### src/rtl/jport_pkg.sv
// Shared types and widths for the jump/injection port host.
package jport_pkg;

  localparam int DATA_W = 32;
  localparam int PC_W   = 9;

  typedef enum logic [1:0] {
    IDLE  = 2'd0,
    DRIVE = 2'd1,
    WAIT  = 2'd2,
    HOLD  = 2'd3
  } state_t;

endpackage

### src/rtl/jport_host_if.sv
// Host-side handshake bundle: word injection in, captured result out.
interface jport_host_if;
  import jport_pkg::*;

  logic              in_valid;
  logic              in_ready;
  logic [DATA_W-1:0] in_data;
  logic              out_valid;
  logic              out_ready;
  logic [DATA_W-1:0] out_data;
  logic [PC_W-1:0]   out_pc;

  modport master (
    output in_valid, in_data, out_ready,
    input  in_ready, out_valid, out_data, out_pc
  );

  modport slave (
    input  in_valid, in_data, out_ready,
    output in_ready, out_valid, out_data, out_pc
  );

endinterface

### src/rtl/jport_fifo.sv
// Synchronous word queue with registered count and full/empty flags.
// A push is only taken while not full, even if a pop happens in the same
// cycle, so the host never sees a word accepted into a full queue.
module jport_fifo
  import jport_pkg::*;
#(
  parameter int DEPTH = 4
) (
  input  logic              clk,
  input  logic              rst,
  input  logic              push,
  input  logic [DATA_W-1:0] push_data,
  output logic              push_ready,
  input  logic              pop,
  output logic [DATA_W-1:0] head,
  output logic              empty
);

  localparam int AW = $clog2(DEPTH);
  localparam int CW = $clog2(DEPTH + 1);
  localparam logic [CW-1:0] CNT_MAX = CW'(DEPTH);
  localparam logic [CW-1:0] CNT_ONE = CW'(1);
  localparam logic [AW-1:0] PTR_ONE = AW'(1);

  logic [DATA_W-1:0] mem_r [DEPTH];
  logic [AW-1:0]     wr_ptr_r;
  logic [AW-1:0]     rd_ptr_r;
  logic [CW-1:0]     count_r;
  logic [CW-1:0]     count_s;
  logic              full_r;
  logic              empty_r;
  logic              up_r;
  logic              push_ok_s;
  logic              pop_ok_s;

  // up_r keeps the queue closed while in reset and opens it on the first edge after
  assign push_ready = up_r & ~full_r;
  assign head       = mem_r[rd_ptr_r];
  assign empty      = empty_r;

  // Accepted push/pop strobes and the resulting occupancy
  always_comb begin
    push_ok_s = push & push_ready;
    pop_ok_s  = pop & ~empty_r;
    count_s   = count_r;
    if (push_ok_s && !pop_ok_s) begin
      count_s = count_r + CNT_ONE;
    end else if (!push_ok_s && pop_ok_s) begin
      count_s = count_r - CNT_ONE;
    end else begin
      count_s = count_r;
    end
  end

  // Pointers, count and flags
  always_ff @(posedge clk or posedge rst) begin
    if (rst) begin
      wr_ptr_r <= '0;
      rd_ptr_r <= '0;
      count_r  <= '0;
      full_r   <= 1'b0;
      empty_r  <= 1'b1;
      up_r     <= 1'b0;
    end else begin
      up_r    <= 1'b1;
      count_r <= count_s;
      full_r  <= (count_s == CNT_MAX);
      empty_r <= (count_s == '0);
      if (push_ok_s) wr_ptr_r <= wr_ptr_r + PTR_ONE;
      if (pop_ok_s)  rd_ptr_r <= rd_ptr_r + PTR_ONE;
    end
  end

  // Storage array
  always_ff @(posedge clk or posedge rst) begin
    if (rst) begin
      for (int i = 0; i < DEPTH; i++) mem_r[i] <= '0;
    end else if (push_ok_s) begin
      mem_r[wr_ptr_r] <= push_data;
    end
  end

endmodule

### src/rtl/jport_host.sv
// Host for a core's jump/injection port: queues host words, drives each one
// to the core for a single cycle while the core is idle, waits (bounded) for
// InstDone, then captures Jout/pcOUT and holds it until the host takes it.
module jport_host
  import jport_pkg::*;
#(
  parameter int FIFO_DEPTH = 4,
  parameter int TIMEOUT    = 255
) (
  input  logic              clk,
  input  logic              rst,
  jport_host_if.slave       host,
  output logic              Jen,
  output logic [DATA_W-1:0] Jin,
  input  logic [DATA_W-1:0] Jout,
  input  logic              InstDone,
  input  logic              nop,
  input  logic [PC_W-1:0]   pcOUT,
  output logic              busy,
  output logic              err,
  input  logic              err_clr
);

  localparam int TW = $clog2(TIMEOUT + 1);
  localparam logic [TW-1:0] T_MAX = TW'(TIMEOUT);
  localparam logic [TW-1:0] T_ONE = TW'(1);

  state_t            state_r;
  state_t            state_s;
  logic              pop_s;
  logic              capture_s;
  logic              timeout_s;
  logic [DATA_W-1:0] head_s;
  logic              empty_s;
  logic [TW-1:0]     timer_r;
  logic              jen_r;
  logic [DATA_W-1:0] jin_r;
  logic              busy_r;
  logic              err_r;
  logic              out_valid_r;
  logic [DATA_W-1:0] out_data_r;
  logic [PC_W-1:0]   out_pc_r;

  jport_fifo #(.DEPTH(FIFO_DEPTH)) u_fifo (
    .clk        (clk),
    .rst        (rst),
    .push       (host.in_valid),
    .push_data  (host.in_data),
    .push_ready (host.in_ready),
    .pop        (pop_s),
    .head       (head_s),
    .empty      (empty_s)
  );

  assign Jen            = jen_r;
  assign Jin            = jin_r;
  assign busy           = busy_r;
  assign err            = err_r;
  assign host.out_valid = out_valid_r;
  assign host.out_data  = out_data_r;
  assign host.out_pc    = out_pc_r;

  // State register
  always_ff @(posedge clk or posedge rst) begin
    if (rst) state_r <= IDLE;
    else     state_r <= state_s;
  end

  // Next state and per-cycle strobes; InstDone beats the timeout in WAIT
  always_comb begin
    state_s   = state_r;
    pop_s     = 1'b0;
    capture_s = 1'b0;
    timeout_s = 1'b0;
    case (state_r)
      IDLE: begin
        if (!empty_s && nop) state_s = DRIVE;
        else                 state_s = IDLE;
      end
      DRIVE: begin
        pop_s   = 1'b1;
        state_s = WAIT;
      end
      WAIT: begin
        if (InstDone) begin
          capture_s = 1'b1;
          state_s   = HOLD;
        end else if (timer_r == T_MAX) begin
          timeout_s = 1'b1;
          state_s   = IDLE;
        end else begin
          state_s = WAIT;
        end
      end
      HOLD: begin
        if (out_valid_r && host.out_ready) state_s = IDLE;
        else                               state_s = HOLD;
      end
      default: state_s = IDLE;
    endcase
  end

  // Core-side drive registers: Jen for the DRIVE cycle, Jin held until back in IDLE
  always_ff @(posedge clk or posedge rst) begin
    if (rst) begin
      jen_r  <= 1'b0;
      jin_r  <= '0;
      busy_r <= 1'b0;
    end else begin
      jen_r  <= (state_s == DRIVE);
      busy_r <= (state_s != IDLE);
      if ((state_r == IDLE) && (state_s == DRIVE)) jin_r <= head_s;
      else if (state_s == IDLE)                     jin_r <= '0;
    end
  end

  // Saturating wait timer, running only in WAIT and cleared elsewhere
  always_ff @(posedge clk or posedge rst) begin
    if (rst) begin
      timer_r <= '0;
    end else if (state_r == WAIT) begin
      if (timer_r != T_MAX) timer_r <= timer_r + T_ONE;
    end else begin
      timer_r <= '0;
    end
  end

  // Sticky timeout flag; a timeout in the same cycle as err_clr keeps it set
  always_ff @(posedge clk or posedge rst) begin
    if (rst)            err_r <= 1'b0;
    else if (timeout_s) err_r <= 1'b1;
    else if (err_clr)   err_r <= 1'b0;
  end

  // Result capture and hold until the host handshake
  always_ff @(posedge clk or posedge rst) begin
    if (rst) begin
      out_valid_r <= 1'b0;
      out_data_r  <= '0;
      out_pc_r    <= '0;
    end else begin
      if (capture_s) begin
        out_valid_r <= 1'b1;
        out_data_r  <= Jout;
        out_pc_r    <= pcOUT;
      end else if ((state_r == HOLD) && host.out_ready) begin
        out_valid_r <= 1'b0;
      end
    end
  end

endmodule

### src/flat_wrapper.sv
// flat-port wrapper written by rule: the top's interface ports become plain ports
module jport_host_flat import jport_pkg::*;
#(
  parameter int FIFO_DEPTH = 4,
  parameter int TIMEOUT    = 255
)
  (clk, rst, Jen, Jin, Jout, InstDone, nop, pcOUT, busy, err, err_clr, host_in_valid, host_in_data, host_out_ready, host_in_ready, host_out_valid, host_out_data, host_out_pc);
  jport_host_if host_i ();
  input  logic clk;
  input  logic rst;
  output logic Jen;
  output logic [DATA_W-1:0] Jin;
  input  logic [DATA_W-1:0] Jout;
  input  logic InstDone;
  input  logic nop;
  input  logic [PC_W-1:0] pcOUT;
  output logic busy;
  output logic err;
  input  logic err_clr;
  input wire logic [$bits(host_i.in_valid)-1:0] host_in_valid;
  input wire logic [$bits(host_i.in_data)-1:0] host_in_data;
  input wire logic [$bits(host_i.out_ready)-1:0] host_out_ready;
  output wire logic [$bits(host_i.in_ready)-1:0] host_in_ready;
  output wire logic [$bits(host_i.out_valid)-1:0] host_out_valid;
  output wire logic [$bits(host_i.out_data)-1:0] host_out_data;
  output wire logic [$bits(host_i.out_pc)-1:0] host_out_pc;
  assign host_i.in_valid = host_in_valid;
  assign host_i.in_data = host_in_data;
  assign host_i.out_ready = host_out_ready;
  assign host_in_ready = host_i.in_ready;
  assign host_out_valid = host_i.out_valid;
  assign host_out_data = host_i.out_data;
  assign host_out_pc = host_i.out_pc;
  jport_host #(.FIFO_DEPTH(FIFO_DEPTH), .TIMEOUT(TIMEOUT)) u_core (.clk(clk), .rst(rst), .host(host_i), .Jen(Jen), .Jin(Jin), .Jout(Jout), .InstDone(InstDone), .nop(nop), .pcOUT(pcOUT), .busy(busy), .err(err), .err_clr(err_clr));
endmodule
### config.mk
export PLATFORM = sky130hd
export DESIGN_NAME = jport_host_flat
export DESIGN_NICKNAME = d
export VERILOG_FILES = /design/src/rtl/jport_pkg.sv /design/src/rtl/jport_host_if.sv /design/src/rtl/jport_fifo.sv /design/src/rtl/jport_host.sv /design/src/flat_wrapper.sv
export SDC_FILE = /design/constraint.sdc
export NUM_CORES = 1
export LEC_CHECK = 0
export ABC_AREA = 1
export CORE_MARGIN = 1.5
export CORE_UTILIZATION = 40
export DETAILED_ROUTE_END_ITERATION = 12
export DONT_BUFFER_PORTS = 1
export PLACE_DENSITY = 0.61
export SETUP_SLACK_MARGIN = 0.02
export SYNTH_ARGS = -nofsm -noshare
export SYNTH_HDL_FRONTEND = slang
export SYNTH_SLANG_ARGS = --single-unit
export TNS_END_PERCENT = 5
### constraint.sdc
create_clock -name clk -period 14 [get_ports clk]
set_input_delay 0 -clock clk [delete_from_list [all_inputs] [get_ports clk]]
set_output_delay 0 -clock clk [all_outputs]
set_load 0.05 [all_outputs]
**Word-level counts from Yosys, hierarchy flattened**

Cells that the tools add are included.

- Output and inout bits: 78
- Bits in registers: 225
- Input bits: 80

- Reduce and logical (&&, ||, !) cells: 17
- Eq/ne operators: 8
- Multiplexer cells: 27
- Bitwise logic cells: 7
- $add $sub $neg: 5
- Magnitude comparators: 3

Operator list:

| kind | count |
|---|---|
| $mux 32 | 5 |
| $bwmux 128 | 1 |
| $bmux 32 s2 | 1 |
| $demux 32 s2 | 1 |
| $mux 8 | 2 |
| $mux 1 | 11 |
| $add 8x1->8 const B | 1 |
| $eq 8x8->1 const B | 1 |
| $ne 8x8->1 const B | 1 |
| $pmux 2 s4 | 1 |
| $reduce_bool 2->1 | 4 |
| $logic_and 1x1->1 | 7 |
| $ge 3x3->1 const B | 2 |
| $mux 2 | 3 |
| $mux 3 | 2 |
| $not 2->3 | 2 |
| $add 2x1->2 const B | 2 |
| $eq 2x1->1 const B | 2 |
| $eq 2x2->1 const B | 2 |
| $logic_not 2->1 | 2 |
| $add 3x1->3 const B | 1 |
| $and 1x1->1 | 3 |
| $eq 3x3->1 const B | 1 |
| $logic_not 1->1 | 3 |
| 5 further kinds | 6 |

**Longest topological paths before layout**

- Word-level depth: 8
- Depth in mapped cells: 11
- Depth with buffers taken out: 10

**Cells and area by module**

From an unflattened synthesis, not the netlist that was laid out.

- Cells, all modules: 1,098
- Area, all modules: 9,784.4 µm²

By module, submodules not included:

| module | seq. area each (µm²) | cells an instance | times used | area an instance (µm²) |
|---|---|---|---|---|
| jport_fifo | 3,454.6 | 695 | 1 | 6,199.7 |
| jport_host | 2,177.1 | 403 | 1 | 3,584.7 |

**Worst setup path after synthesis**

Ideal clock, no wire load.

- Kind: flip-flop to flip-flop
- Start point: register u_core.u_fifo.full_r
- End point: register u_core.u_fifo.full_r
- Library setup time: 0.115 ns
- Buffers on the path: 0
- Setup slack: 12.152 ns
- Data arrival time: 1.734 ns
- Clock period less this slack: 1.848 ns
- Stages on the path, launching flop included: 9
- Path through: dfrtp_1 -> nor2_1 -> nand2_1 -> nand2_1 -> nand2_1 -> nor2_1 -> nor2_2 -> nand2_1 -> nor2_1

- Word-level cells in the longest chain between the ends: 8
- Elaborated cells between the ends (all ways): 9
- Those cells by class: eq/ne (1); mux (2); bitwise (3); reduce/logical (3)

Ends and longest elaborated chain:

| what | line | source |
|---|---|---|
| start: declaration | jport_fifo.sv:30 | `logic full_r;` |
| start signal: assignment | jport_fifo.sv:67 | `full_r <= (count_s == CNT_MAX);` |
| $not 1->1 * | jport_fifo.sv:37 | `assign push_ready = up_r & ~full_r;` |
| $and 1x1->1 * | jport_fifo.sv:37 |  |
| named net host_in_ready | flat_wrapper.sv:23 | `output wire logic [$bits(host_i.in_ready)-1:0] host_in_ready;` |
| $and 1x1->1 * | jport_fifo.sv:43 | `push_ok_s = push & push_ready;` |
| $logic_not 1->1 | jport_fifo.sv:48 | `end else if (!push_ok_s && pop_ok_s) begin` |
| $logic_and 1x1->1 | jport_fifo.sv:48 |  |
| $mux 3 | jport_fifo.sv:48 |  |
| $mux 3 * | jport_fifo.sv:46 | `if (push_ok_s && !pop_ok_s) begin` |
| $eq 3x3->1 * | jport_fifo.sv:67 |  |

Mark *: on every way through the listed nets, which the timed path passes. The rest lies on a longest branch.
A chain may end at the register's enable or synchronous reset.

**Final worst setup path**

- Start point: register u_core.state_r[1]
- End point: register u_core.busy_r, in the netlist u_core.busy

- Word-level cells in the longest chain between the ends: 3
- Elaborated cells between the ends (all ways): 6
- Those cells by class: eq/ne (3); mux (1); reduce/logical (2)

Ends and longest elaborated chain:

| what | line | source |
|---|---|---|
| start: declaration | jport_host.sv:28 | `state_t state_r;` |
| start signal: assignment | jport_host.sv:66 | `else state_r <= state_s;` |
| $eq 2x2->1 (tied with other cells) | jport_host.sv:75 | `case (state_r)` |
| $pmux 2 s4 * | jport_host.sv:75 |  |
| named net u_core.state_s[0] | jport_host.sv:29 | `state_t state_s;` |
| $reduce_bool 2->1 * | jport_host.sv:111 | `busy_r <= (state_s != IDLE);` |
| end signal: assignment | jport_host.sv:111 |  |
| end: declaration | jport_host.sv:38 | `logic busy_r;` |

Marked as above.

==> results.cfg <==
[synthesis]
yosysSeqAreaShare = 0.590
yosysWarnings = 0
yosys_most_used_dff = dfrtp_1
synth-edff-count = 0
ys_seq_elements = 225
synth_area_leaders = dfrtp_1, nand2_1, o21ai_0
synthMostInstantiatedCell = nand2_1
yosysTopAreaCellShare = 0.587
yosysUniqueCellTypes = 33
yosys.area.top_type = dfrtp_1
async_flop_share = 1.00
yosys-top-cells-count = nand2_1, dfrtp_1, o21ai_0
syn_area_um2 = 9540
syn-instance-count = 1033
avgSynthCellArea_um2 = 9.24
syn-num-nets = 1120

[power]
p_per_area_nw_per_um2 = 257
power_leakage_nw = 5.51
p_total_mw = 2.94
peakVddDrop_mv = 0.123

[route]
drt_pass1_iterations = 5
via_per_inst = 4.88
drt_iter0_drc = 458
wirelength_um = 22700
via_count = 6969
drc = 0
wl_per_cell_um = 15.9
postRouteAntennaNets = 0

[clock_network]
clk_latency_ps = 520
clk_path_buf_depth = 3
path_clk_slew_ps = 60
cts-resized-gates = 0
ctsHtreeMaxLevel = 1
cts_root_buf = clkbuf_16
numCtsBuffers = 25
cts_sinks = 225
tritoncts = built

[critical_path]
critPathMaxFanout = 43
cp_cell_sequence = inv_1 > nor2_4 > nand2_2 > nand3_1 > dlygate4sd3_1 > or2_1
crit_slowest_cell = nand2_2
end_kind = flip-flop
worstSetupPathType = flip-flop to flip-flop
crit_arrival_ps = 2910
required_ps = 14390
start_kind = flip-flop
cp_slowest_stage_delay_ps = 720

[global_routing]
grt_pass1_vias = 6775
track_usage = 0.183
grt_start_max_net_pins = 99
grt.overflow.total = 0
grt_pass1_wl_um = 35800
antenna_found_initial = 1

[final_layout]
layout-drive-gt1-share = 0.105
final_design_area_no_fill_um2 = 11400
nets = 1176
final_cells = 1428
syn2layout_area_growth_pct = 19.7

[place]
dp.cells = 1301
place_area_um2 = 9710
hpwl_um = 12900
portBuffers = 0
gp_congestion = 0.737

[timing]
tns_ps = 0
rsz0062_at_grt = false
hold_violations = 0
max_slew_margin = 0.243
setup_viol = 0
max_freq_mhz = 397
finalMaxSlewViolations = 0
skew_ps = 15.9
fin_crit_sh = 0.180
min_period_ps = 2520
hold_slack_ps = 94.3
tightest_slew_ps = 1130

[run]
maxCapViolCount = 0

[min_path]
min_path_type = primary input to flip-flop

[floorplanning]
die_area_um2 = 24800
start_util = 0.407
row_count = 56
core-area_um2 = 23500
die_w_um = 157
num_io_pins = 158
die_h_um = 157

[status]
status = finished, final reports clean
[worst max-delay path: cells and delay by family (launching register included)]
| family | cells | cell delay, ps |
|---|---|---|
| flops | 1 | 380 |
| simple gates | 4 | 1190 |
| buf+inv | 2 | 820 |
[final timing paths]
check | from | to | slack, ps | cells after the start
setup / recovery | u_core.state_r[1]$_DFF_PP0_ | u_core.busy$_DFF_PP0_ | 11480 | 6
hold / removal | InstDone | u_core.state_r[1]$_DFF_PP0_ | 90 | 4
setup reg to reg | u_core.state_r[1]$_DFF_PP0_ | u_core.busy$_DFF_PP0_ | 11480 | 6
hold reg to reg | u_core.u_fifo.mem_r[79]$_DFFE_PP0P_ | u_core.u_fifo.mem_r[79]$_DFFE_PP0P_ | 480 | 2
max in group asynchronous | rst | u_core.u_fifo.mem_r[28]$_DFFE_PP0P_ | 12470 | 3
min in group asynchronous | rst | u_core.host.out_data[30]$_DFFE_PP0P_ | 100 | 2
[state kept, by name, summed over array words and instances, names as in the netlist]
register / cells
u_core.Jin: 32
u_core.timer_r: 8
u_core.u_fifo.rd_ptr_r: 2
u_core.u_fifo.mem_r: 128
u_core.u_fifo.empty: 1
u_core.host.out_valid: 1
u_core.u_fifo.count_r: 3
u_core.Jen: 1
u_core.host.out_data: 32
u_core.u_fifo.wr_ptr_r: 2
u_core.err: 1
u_core.u_fifo.up_r: 1
u_core.u_fifo.full_r: 1
u_core.host.out_pc: 9
u_core.busy: 1
u_core.state_r: 2
[metrics by stage]
step	utilization	setup slack [ps]
floorplan	-	7840
global placement	0.414	11830
detailed placement	0.414	11740
CTS	0.487	11490
global route	0.487	11270
finish	0.487	11480
[report_power, final]
part	leakage (nW)	switching, mW	internal, mW
combinational	2.23	0.445	0.287
clock	0.456	0.265	0.446
sequential	2.82	0.552	0.942
total	5.51	1.26	1.67
[logic make-up after synthesis]
kind of cell             after synthesis  synth area share
AO/OA/AOI/OAI                        141            0.0754
XOR/XNOR                               6           0.00551
adder cells (fa/ha/maj)                7           0.00918
buffers and inverters                117            0.0538
flip-flops                           225             0.590
multiplexers                          41            0.0484
other                                  1          0.000393
AND/OR/NAND/NOR                      495             0.217
[per-layer routing]
layer	share of wire	global-route usage
met5	0	0
met3	0.071	0.0394
met1	0.47	0.247
met4	0.017	0.0427
met2	0.45	0.301
[repair_timing]
| action | CTS | global route |
|---|---|---|
| hold buffers | 80 | 0 |
| endpoints found under the hold margin | 277 | 0 |
| endpoints found under the setup margin | 0 | 0 |
| buffers inserted | 0 | 0 |
[layout make-up]
type / count / area, um^2
timing repair buffer: 86 / 846
tap: 319 / 399
clock buffer: 31 / 698
inverter: 60 / 233
multi-input combinational: 691 / 3400
antenna: 1 / 2.50
fill: 2147 / 12100
sequential: 225 / 5630
clock inverter: 15 / 208
[layout by cell type, fill, tap and decap left out, drive strengths merged]
master,instances
o211ai,1
nand3,108
diode,1
a21oi,2
xor2,5
nor3,3
ha,7
o31ai,1
a31oi,1
nand2,361
dfstp,1
buf,6
o21ai,135
bufinv,5
inv,61
nor2,18
dfrtp,224
a21boi,1
mux2,41
nand4,1
or2,2
nand3b,2
clkinv,9
conb,1
dlygate4sd3,80
clkbuf,31
xnor2,1
Note: power is estimated with default switching activity, not from simulation.
